$ cat src/rtl/sum_acc_pkg.sv
// Shared types and defaults for the sum accumulator stage.
// Latency: n/a (package only).
// Backpressure: n/a (package only).
package sum_acc_pkg;

    // Width of one adder result {carry, sum[3:0]}
    localparam int OPND_W          = 5;
    localparam int ACC_W_DEF       = 8;
    localparam int NUM_SAMPLES_DEF = 4;

    typedef enum logic [1:0] {
        IDLE  = 2'd0,
        ACCUM = 2'd1,
        DONE  = 2'd2
    } state_e;

endpackage

$ cat src/rtl/sum_accumulator.sv
// Accumulates NUM_SAMPLES {carry,sum} adder results into an ACC_W-bit total per frame.
// Latency: out_valid rises the cycle after the last accepted operand; all outputs registered.
// Backpressure: in_ready only while accumulating; the result is held in DONE until out_ready.
// Build option: ACC_SATURATE_EN clamps the total at all-ones on overflow instead of wrapping.
module sum_accumulator
    import sum_acc_pkg::*;
#(
    parameter int ACC_W       = ACC_W_DEF,
    parameter int NUM_SAMPLES = NUM_SAMPLES_DEF
) (
    input  logic             clk,
    input  logic             rst_n,
    input  logic             start,
    input  logic             in_valid,
    output logic             in_ready,
    input  logic [3:0]       sum_in,
    input  logic             carry_in,
    output logic             out_valid,
    input  logic             out_ready,
    output logic [ACC_W-1:0] acc_out,
    output logic             overflow,
    output logic             busy
);

    localparam int                CNT_W    = $clog2(NUM_SAMPLES + 1);
    localparam logic [CNT_W-1:0]  LAST_CNT = CNT_W'(NUM_SAMPLES - 1);

    state_e             state_q, state_d;
    logic [ACC_W-1:0]   acc_q, acc_d;
    logic [CNT_W-1:0]   cnt_q, cnt_d;
    logic               ovf_q, ovf_d;
    logic               in_ready_q, in_ready_d;
    logic               out_valid_q, out_valid_d;
    logic               busy_q, busy_d;

    logic [OPND_W-1:0]  operand;
    logic [ACC_W:0]     sum_w;
    logic [ACC_W-1:0]   add_res;
    logic               beat;

    assign operand = {carry_in, sum_in};
    assign beat    = in_valid && in_ready_q;
    assign sum_w   = {1'b0, acc_q} + {{(ACC_W + 1 - OPND_W){1'b0}}, operand};

    // Accumulator update value: wrap modulo 2^ACC_W, or clamp at all-ones on carry-out
    always_comb begin
`ifdef ACC_SATURATE_EN
        add_res = sum_w[ACC_W] ? {ACC_W{1'b1}} : sum_w[ACC_W-1:0];
`else
        add_res = sum_w[ACC_W-1:0];
`endif
    end

    // Next-state and next-output logic; outputs are decoded from the next state
    always_comb begin
        state_d = state_q;
        acc_d   = acc_q;
        cnt_d   = cnt_q;
        ovf_d   = ovf_q;
        case (state_q)
            IDLE: begin
                if (start) begin
                    acc_d   = '0;
                    cnt_d   = '0;
                    ovf_d   = 1'b0;
                    state_d = ACCUM;
                end
            end
            ACCUM: begin
                if (beat) begin
                    acc_d = add_res;
                    ovf_d = ovf_q | sum_w[ACC_W];
                    cnt_d = cnt_q + CNT_W'(1);
                    if (cnt_q == LAST_CNT) begin
                        state_d = DONE;
                    end
                end
            end
            DONE: begin
                // start in the exit cycle is deliberately ignored
                if (out_valid_q && out_ready) begin
                    state_d = IDLE;
                end
            end
            default: state_d = IDLE;
        endcase
        in_ready_d  = (state_d == ACCUM);
        out_valid_d = (state_d == DONE);
        busy_d      = (state_d != IDLE);
    end

    // State, datapath and registered outputs; reset discards any frame in progress
    always_ff @(posedge clk or negedge rst_n) begin
        if (!rst_n) begin
            state_q     <= IDLE;
            acc_q       <= '0;
            cnt_q       <= '0;
            ovf_q       <= 1'b0;
            in_ready_q  <= 1'b0;
            out_valid_q <= 1'b0;
            busy_q      <= 1'b0;
        end else begin
            state_q     <= state_d;
            acc_q       <= acc_d;
            cnt_q       <= cnt_d;
            ovf_q       <= ovf_d;
            in_ready_q  <= in_ready_d;
            out_valid_q <= out_valid_d;
            busy_q      <= busy_d;
        end
    end

    assign in_ready  = in_ready_q;
    assign out_valid = out_valid_q;
    assign acc_out   = acc_q;
    assign overflow  = ovf_q;
    assign busy      = busy_q;

endmodule
$ cat config.mk
export PLATFORM = sky130hd
export DESIGN_NAME = sum_accumulator
export DESIGN_NICKNAME = d
export VERILOG_FILES = /design/src/rtl/sum_acc_pkg.sv /design/src/rtl/sum_accumulator.sv
export SDC_FILE = /design/constraint.sdc
export NUM_CORES = 1
export LEC_CHECK = 0
export CAP_MARGIN = 0
export CORE_MARGIN = 2
export CORE_UTILIZATION = 40
export DETAILED_ROUTE_END_ITERATION = 12
export PLACE_DENSITY = 0.67
export SETUP_SLACK_MARGIN = 0.02
export SYNTH_ARGS = -nofsm -noshare
export SYNTH_HDL_FRONTEND = slang
export SYNTH_SLANG_ARGS = --single-unit
$ cat constraint.sdc
create_clock -name clk -period 2 [get_ports clk]
set_input_delay 0.2 -clock clk [delete_from_list [all_inputs] [get_ports clk]]
set_output_delay 0.2 -clock clk [all_outputs]
set_load 0.05 [all_outputs]
==> flow_summary.toml, run 1 <==
[status]
status = "finished, final reports clean"

[yosys]
syn_area_per_cell_sq_um = 11.0
ys_seq_area_frac = 0.478
synth_nets = 99
ys_seq_elements = 17
synthesis.area_sq_um = 890
syn_inst = 81
yosys_warnings = 0
yosysUniqueCellTypes = 28

[setup_path]
reg2regPathDepth = 6
crit_fanout = 3
path_cells = "ha_1 -> fa_1 -> a211oi_2 -> o21bai_1 -> nand3_1 -> mux2i_1"
critPathKind = "flip-flop to flip-flop"
cp-start-kind = "flip-flop"
worst_path_max_delay_cell = "fa_1"
end_kind = "flip-flop"
cp_slowest_stage_delay_ns = 0.43
required_ns = 2.22
crit_arrival_ns = 1.97
rrSetupSlack_ns = 0.25

[clock_tree]
cts_buffers = 3
post_cts_buffers = 0
cts.sinks = 17
cts_root_buffer = "clkbuf_4"
h-tree-depth = 1
clk_pin_slew_ns = 0.10
clk-insertion-delay-late_ns = 0.29
cts_hold_buf = 0
cts_tree = "built"
clock_path_buffers = 2

[floorplan]
die_x_um = 51.2
fp-row-count = 17
core_area_sq_um = 2150
initial_utilization = 0.414
dieHeight_um = 51.2
die_area_sq_um = 2620
ioPinCount = 22

[sta]
slew_headroom = 0.663
grt_setup_unrepaired = "false"
setup_tns_ns = 0
period_share = 0.876
hold_violations = 0
tightestPinTransition_ns = 0.503
fin_skew_ns = 0.00884
period_minus_slack_ns = 1.75
slew_viol_final = 0
clock.fmax_mhz = 571
setup_violations = 0

[final_layout]
nets = 127
synthToLayoutAreaGrowth_pct = 32.5
fin_area_sq_um = 1180
drive_gt1_frac = 0.130
final_common_cell = "clkdlybuf4s50_1"
insertedDiodeCount = 0
num-fill-cells = 187
layout_common_cells = "clkdlybuf4s50_1 (21), dfrtp_1 (17), nand2_1 (11)"

[global_routing]
grt_overflow = 0
grt_antenna_before_repair = 0
grt_pass1_wl_mm = 3.15
grt_start_max_net_pins = 18
grt.total_usage = 0.160
grt_pass1_vias = 703

[placed_design]
port-buffer-count = 21
placed_cell_area_sq_um = 1150
hpwlAfterDp_mm = 1.30
gp_congestion = 0.800

[route]
detail_route.wl_per_cell_um = 12.9
vias = 707
drcViolationCount = 0
firstDrtPassIters = 4
vias_per_cell = 5.20
drt_iter0_drc = 9
ant_nets = 0
drt_wl_total_mm = 1.75

[worst_hold_path]
hp-class = "input port to async pin"

[power_and_ir_drop]
peakVddDrop_v = 0.000695
p_total_mw = 1.86
power.leakage_nw = 0.546
power_density_nw_per_um2 = 1580

[run]
cap_violations = 0
## worst max-delay path, delay by kind of cell, from the launching register on
kind            cells  cell delay [ns]
fa+ha+maj           2             0.64
mux                 1             0.18
simple gates        1             0.11
compound gates      2             0.36
flops               1             0.41
## routing by layer
metal  vias up  part of all wire  wire length, um  track usage
li1        357                 -                -            -
met1       327              0.50              876        0.225
met2        21              0.43              745        0.245
met3         2             0.064              112       0.0322
met4         0            0.0080               14       0.0541
met5         -                 0                0            0
## registers in the layout, indices dropped and copies added, names as in the netlist
name and count:
state_q 2, in_ready 1, out_valid 1, busy 1
cnt_q 3, overflow 1, acc_out 8
## logic make-up (layout without fill, tap and decap cells)
group	count (synthesis)	count (layout)	synth area share
compound gates	23	23	0.177
xor+xnor	2	2	0.0197
fa+ha+maj	8	8	0.121
buf+inv	3	30	0.0211
flops	17	17	0.478
mux	3	3	0.0338
simple gates	25	25	0.149
## final timing paths
path	from	endpoint
max	acc_out[0]$_DFFE_PN0P_	acc_out[6]$_DFFE_PN0P_
min	rst_n	acc_out[4]$_DFFE_PN0P_
max reg2reg	acc_out[0]$_DFFE_PN0P_	acc_out[6]$_DFFE_PN0P_
min reg2reg	cnt_q[2]$_DFFE_PN0P_	cnt_q[2]$_DFFE_PN0P_
max in group asynchronous	rst_n	cnt_q[2]$_DFFE_PN0P_
min in group clk	cnt_q[2]$_DFFE_PN0P_	cnt_q[2]$_DFFE_PN0P_
## metrics by stage
step | setup slack, ns | utilization | hold slack [ns] | instances
floorplan | 0.0259 | - | -0.0956 | 81
global placement | -0.00119 | 0.533 | 0.462 | 132
detailed placement | -0.0480 | 0.533 | 0.475 | 132
CTS | 0.169 | 0.546 | 0.234 | 136
global route | 0.112 | 0.549 | 0.240 | 136
finish | 0.248 | 0.549 | 0.235 | 136
## power breakdown
group	switching, mW	leakage (nW)	total [mW]	internal, mW
registers	0.121	0.209	0.598	0.477
clock network	0.107	0.0177	0.182	0.0742
logic	0.653	0.319	1.08	0.427
total	0.881	0.546	1.86	0.978
## final cells by class
class	count	area, sq um	area share
Multi-Input combinational cell	61	450	0.382
Sequential cell	17	425	0.361
Timing Repair Buffer	24	233	0.197
Tap cell	28	35.0	0.0297
Clock buffer	3	22.5	0.0191
Inverter	2	7.51	0.00637
Clock inverter	1	5.00	0.00425
## cell usage after synthesis, drive strengths merged
master,count,area [sq um]
xnor2,1,8.76
nand4b,1,8.76
fa,1,20.0
o21ai,10,53.8
a32o,2,20.0
a21o,2,15.0
xor2,1,8.76
and4,1,8.76
inv,2,7.51
mux2i,3,30.0
nor2,5,26.3
a22o,3,30.0
nand2,11,41.3
a21oi,2,10.0
nand3,2,10.0
and4b,1,10.0
buf,1,11.3
nand4,1,6.26
and3,1,7.51
nor3b,1,7.51
dfrtp,17,425
a211oi,2,15.0
o21bai,1,7.51
or2,1,6.26
a31oi,1,6.26
ha,7,87.6
## timing repair
item                                    CTS  global route
endpoints found under the setup margin    0             1
hold endpoints to repair                  0             0
gates resized for setup                   0             1
Note: power is estimated with default switching activity, not from simulation.
==> run 2, diff against run 1 <==
--- a/config.mk
+++ b/config.mk
@@ -8,7 +8,9 @@
 export CAP_MARGIN = 0
 export CORE_MARGIN = 2
 export CORE_UTILIZATION = 40
+export CTS_CLUSTER_DIAMETER = 50
 export DETAILED_ROUTE_END_ITERATION = 12
+export MAX_ROUTING_LAYER = met4
 export PLACE_DENSITY = 0.67
 export SETUP_SLACK_MARGIN = 0.02
 export SYNTH_ARGS = -nofsm -noshare
==> run 2 against run 1 <==
  * Die area unchanged
  * Global-route usage increased by 0.43 points
  * Maximum frequency unchanged
  * Flip-flop and latch count is the same
  * Utilization did not move
  * Count of clock-buffer cells in the layout unchanged
  * Worst setup slack unchanged
  * Critical path depth unchanged
  * Design area did not move
==> flow_summary.toml, run 2 (synthesized netlist as in run 1, its figures left out) <==
[setup_path]
crit_arrival_ns = 1.97
critPathKind = "flip-flop to flip-flop"
reg2regPathDepth = 6
r2r_start = "acc_out[0]$_DFFE_PN0P_"
end_kind = "flip-flop"
crit_fanout = 3
worstSetupStartpoint = "acc_out[0]$_DFFE_PN0P_"
required_ns = 2.22
cp-start-kind = "flip-flop"
rrSetupSlack_ns = 0.25
worst_path_max_delay_cell = "fa_1"
r2r_end = "acc_out[6]$_DFFE_PN0P_"
path_cells = "ha_1 -> fa_1 -> a211oi_2 -> o21bai_1 -> nand3_1 -> mux2i_1"
cp_slowest_stage_delay_ns = 0.43

[placed_design]
hpwlAfterDp_mm = 1.30
placed_cell_area_sq_um = 1150
port-buffer-count = 21
gp_congestion = 0.812

[clock_tree]
clk_pin_slew_ns = 0.10
h-tree-depth = 1
clock_path_buffers = 2
cts.sinks = 17
cts_buffers = 3
post_cts_buffers = 0
cts_root_buffer = "clkbuf_4"
clk-insertion-delay-late_ns = 0.29
cts_tree = "built"

[final_layout]
multi_input_area_sq_um = 450
drive_gt1_frac = 0.130
largest_reg_flops = 8
seq_area_sq_um = 425
layout_common_cells = "clkdlybuf4s50_1 (21), dfrtp_1 (17), nand2_1 (11)"
synthToLayoutAreaGrowth_pct = 32.5
fin_area_sq_um = 1180
final_common_cell = "clkdlybuf4s50_1"
num-fill-cells = 187
nets = 127
insertedDiodeCount = 0

[route]
route.met3.wl_um = 106
vias = 707
highest_layer = "met4"
wl_met2_um = 745
vias_per_cell = 5.20
firstDrtPassIters = 4
drcViolationCount = 0
drt-met1-wl_um = 882
detail_route.wl_per_cell_um = 12.9
drt_iter0_drc = 9
ant_nets = 0
drt_wl_total_mm = 1.75

[sta]
setup_violations = 0
clock.fmax_mhz = 571
period_minus_slack_ns = 1.75
slew_viol_final = 0
setup_tns_ns = 0
fin_skew_ns = 0.00884
tightestPinTransition_ns = 0.503
slew_headroom = 0.663
hold_violations = 0
period_share = 0.876
grt_setup_unrepaired = "false"

[worst_hold_path]
hp-class = "input port to async pin"

[floorplan]
die_area_sq_um = 2620
initial_utilization = 0.414
ioPinCount = 22
core_area_sq_um = 2150
dieHeight_um = 51.2
fp-row-count = 17
die_x_um = 51.2

[run]
cap_violations = 0

[status]
status = "finished, final reports clean"

[global_routing]
grt_start_max_net_pins = 18
grt_overflow = 0
grt.total_usage = 0.164
grt_antenna_before_repair = 0
grt_pass1_vias = 702
grt_pass1_wl_mm = 3.15

[power_and_ir_drop]
peakVddDrop_v = 0.000695
power.leakage_nw = 0.546
power_density_nw_per_um2 = 1580
==> run 2: cell counts in the layout (fill, tap and decap cells not counted) <==
No cell type changed its count.
==> run 2: final cells by class <==
type	instances	area share
clock buffer	3	0.0191
clock inverter	1	0.00425
inverter	2	0.00637
multi-input combinational	61	0.382
sequential	17	0.361
tap	28	0.0297
timing repair buffer	24	0.197
==> run 2: per-layer routing <==
layer	vias up	GRT usage
met1	327	0.227
met3	2	0.0292
met2	21	0.245
li1	357	-
met5	-	-
met4	0	0.0541
==> run 2: repair_timing <==
action                                 in CTS  in global routing
endpoints found under the hold margin       0                  0
resized for setup                           0                  1
hold buffers                                0                  0
setup endpoints to repair                   0                  1
==> run 2: worst max path at each step <==
stage,slack (ns),end,cells after the start
3_3_place_gp,-0.001,acc_out[6]$_DFFE_PN0P_,7
3_5_place_dp,-0.05,acc_out[6]$_DFFE_PN0P_,7
5_1_grt,0.11,acc_out[6]$_DFFE_PN0P_,6
2_1_floorplan,0.03,acc_out[6]$_DFFE_PN0P_,6
4_1_cts,0.17,acc_out[6]$_DFFE_PN0P_,6
6_report,0.25,acc_out[6]$_DFFE_PN0P_,6
==> run 2: through the flow <==
stage	hold WS (ns)	power [mW]	std cells	setup slack, ns	utilization
2_1_floorplan	-0.0956	1.35	81	0.0259	-
3_3_place_gp	0.462	1.66	132	-0.00119	0.533
3_5_place_dp	0.475	1.68	132	-0.0480	0.533
4_1_cts	0.234	1.87	136	0.169	0.546
5_1_grt	0.240	2.01	136	0.112	0.549
6_report	0.235	1.86	136	0.248	0.549
==> run 2: worst max-delay path, delay by kind of cell (launching register included) <==
kind,cells,cell delay (ns)
flip-flops,1,0.41
AND/OR/NAND/NOR,1,0.11
adder cells (fa/ha/maj),2,0.64
multiplexers,1,0.18
AO/OA/AOI/OAI,2,0.36
==> run 2: report_power, final <==
part           internal (mW)  total, mW  switching [mW]  leakage (nW)
Clock                 0.0742      0.182           0.107        0.0177
Combinational          0.427       1.08           0.653         0.319
Sequential             0.477      0.598           0.121         0.209
Total                  0.978       1.86           0.881         0.546
==> run 3, diff against run 2 <==
--- a/config.mk
+++ b/config.mk
@@ -8,10 +8,10 @@
 export CAP_MARGIN = 0
 export CORE_MARGIN = 2
 export CORE_UTILIZATION = 40
-export CTS_CLUSTER_DIAMETER = 50
 export DETAILED_ROUTE_END_ITERATION = 12
 export MAX_ROUTING_LAYER = met4
 export PLACE_DENSITY = 0.67
+export REMOVE_ABC_BUFFERS = 1
 export SETUP_SLACK_MARGIN = 0.02
 export SYNTH_ARGS = -nofsm -noshare
 export SYNTH_HDL_FRONTEND = slang
==> run 3 against run 2 <==
  * Die area unchanged
  * Register-to-register slack got worse by 0.09 ns
  * Largest power group unchanged
  * Critical endpoint is now overflow$_DFFE_PN0P_
  * Critical path type unchanged
  * Global-route usage decreased by 0.21 points
  * Largest cell class unchanged
==> flow_summary.toml, run 3 (synthesized netlist as in run 1, its figures left out) <==
[status]
status = "finished, final reports clean"

[setup_path]
critPathKind = "flip-flop to flip-flop"
crit_arrival_ns = 2.01
cp_slowest_stage_delay_ns = 0.41
crit_fanout = 3
end_kind = "flip-flop"
worst_path_max_delay_cell = "dfrtp_1"
required_ns = 2.16
path_cells = "ha_1 -> fa_1 -> a211oi_1 -> o21bai_1 -> a31oi_1 -> nor2_1"
cp-start-kind = "flip-flop"

[placed_design]
port-buffer-count = 21
dpl.cell_count = 132
gp_congestion = 0.867
placed_cell_area_sq_um = 1150
place_ws_ns = -0.0279
hpwlAfterDp_mm = 1.32

[floorplan]
ioPinCount = 22
dieHeight_um = 51.2
initial_utilization = 0.414
die_area_sq_um = 2620
core_area_sq_um = 2150
fp-row-count = 17
die_x_um = 51.2

[sta]
fin_skew_ns = 0.00258
hold_violations = 0
period_minus_slack_ns = 1.85
tightestPinTransition_ns = 0.494
slew_viol_final = 0
period_share = 0.923
clock.fmax_mhz = 542
slew_headroom = 0.670
grt_setup_unrepaired = "false"
setup_violations = 0
whs_ns = 0.228
setup_ws_ns = 0.154

[global_routing]
grt_antenna_before_repair = 0
grt_overflow = 0
grt_pass1_wl_mm = 3.01
grt_pass1_vias = 681
grt_start_max_net_pins = 18
grt.total_usage = 0.162

[clock_tree]
clock_path_buffers = 2
cts_hold_buf = 0
cts_root_buffer = "clkbuf_4"
cts.sinks = 17
h-tree-depth = 1
cts_buffers = 3
post_cts_buffers = 0
cts_resized = 0
clk_pin_slew_ns = 0.10
cts_tree = "built"
clk-insertion-delay-late_ns = 0.29

[final_layout]
final_common_cell = "clkdlybuf4s50_1"
insertedDiodeCount = 0
final_cell_count_no_fill = 136
nets = 127
fin_area_sq_um = 1170
largest_reg_flops = 8
num-fill-cells = 202
layout_common_cells = "clkdlybuf4s50_1 (21), dfrtp_1 (17), nand2_1 (11)"
drive_gt1_frac = 0.120
synthToLayoutAreaGrowth_pct = 31.9

[route]
drcViolationCount = 0
drt_wl_total_mm = 1.72
firstDrtPassIters = 3
detail_route.wl_per_cell_um = 12.7
vias = 714
drt_iter0_drc = 5
vias_per_cell = 5.25
ant_nets = 0

[power_and_ir_drop]
power.internal_uw = 977
power_density_nw_per_um2 = 1580
seq_power_share = 0.319
peakVddDrop_v = 0.000718
p_sw_frac = 0.474
power_frac_clock = 0.098
combPwrFrac = 0.583
p_switching_uw = 881
p_total_mw = 1.86
power.leakage_nw = 0.545

[worst_hold_path]
hp-class = "input port to async pin"

[run]
cap_violations = 0
[run 3: cell counts in the layout (fill, tap and decap cells not counted)]
Identical to the previous run, type by type.
[run 3: final timing paths]
path,from,endpoint,slack (ns),cells after the start
worst max register to register,acc_out[0]$_DFFE_PN0P_,overflow$_DFFE_PN0P_,0.15,6
min in group clk,cnt_q[2]$_DFFE_PN0P_,cnt_q[2]$_DFFE_PN0P_,0.50,2
worst min register to register,cnt_q[2]$_DFFE_PN0P_,cnt_q[2]$_DFFE_PN0P_,0.50,2
max in group asynchronous,rst_n,state_q[1]$_DFF_PN0_,1.59,2
worst min-delay path,rst_n,acc_out[1]$_DFFE_PN0P_,0.23,2
worst max-delay path,acc_out[0]$_DFFE_PN0P_,overflow$_DFFE_PN0P_,0.15,6
[run 3: per-stage QoR]
step                setup TNS (ns)  utilization
CTS                              0        0.546
global placement                 0        0.533
detailed placement         -0.0489        0.533
global route                     0        0.546
finish                           0        0.546
floorplan                        0            -
[run 3: cell type report]
| class | count | area [sq um] | area share |
|---|---|---|---|
| multi-input combinational | 61 | 445 | 0.380 |
| sequential | 17 | 425 | 0.362 |
| timing repair buffer | 24 | 233 | 0.198 |
| tap | 28 | 35.0 | 0.0299 |
| clock buffer | 3 | 22.5 | 0.0192 |
| inverter | 2 | 7.51 | 0.00640 |
| clock inverter | 1 | 5.00 | 0.00426 |
[run 3: worst max-delay path: cells and delay by family (launching register included)]
| kind | cells | cell delay, ns |
|---|---|---|
| adder cells (fa/ha/maj) | 2 | 0.60 |
| flip-flops | 1 | 0.41 |
| AO/OA/AOI/OAI | 3 | 0.65 |
| AND/OR/NAND/NOR | 1 | 0.06 |
[run 3: per-layer routing]
layer	wire, um	up-vias	GRT usage
met4	27	0	0.0811
met2	781	20	0.245
met1	816	341	0.204
met5	0	-	-
li1	-	349	-
met3	98	4	0.0380
[run 3: power groups by stage]
stage,registers [mW],clock network (mW),logic [mW]
2_1_floorplan,0.909,0,0.427
3_3_place_gp,0.595,0,1.07
3_5_place_dp,0.601,0,1.08
4_1_cts,0.593,0.190,1.09
5_1_grt,0.616,0.211,1.18
6_report,0.593,0.182,1.08
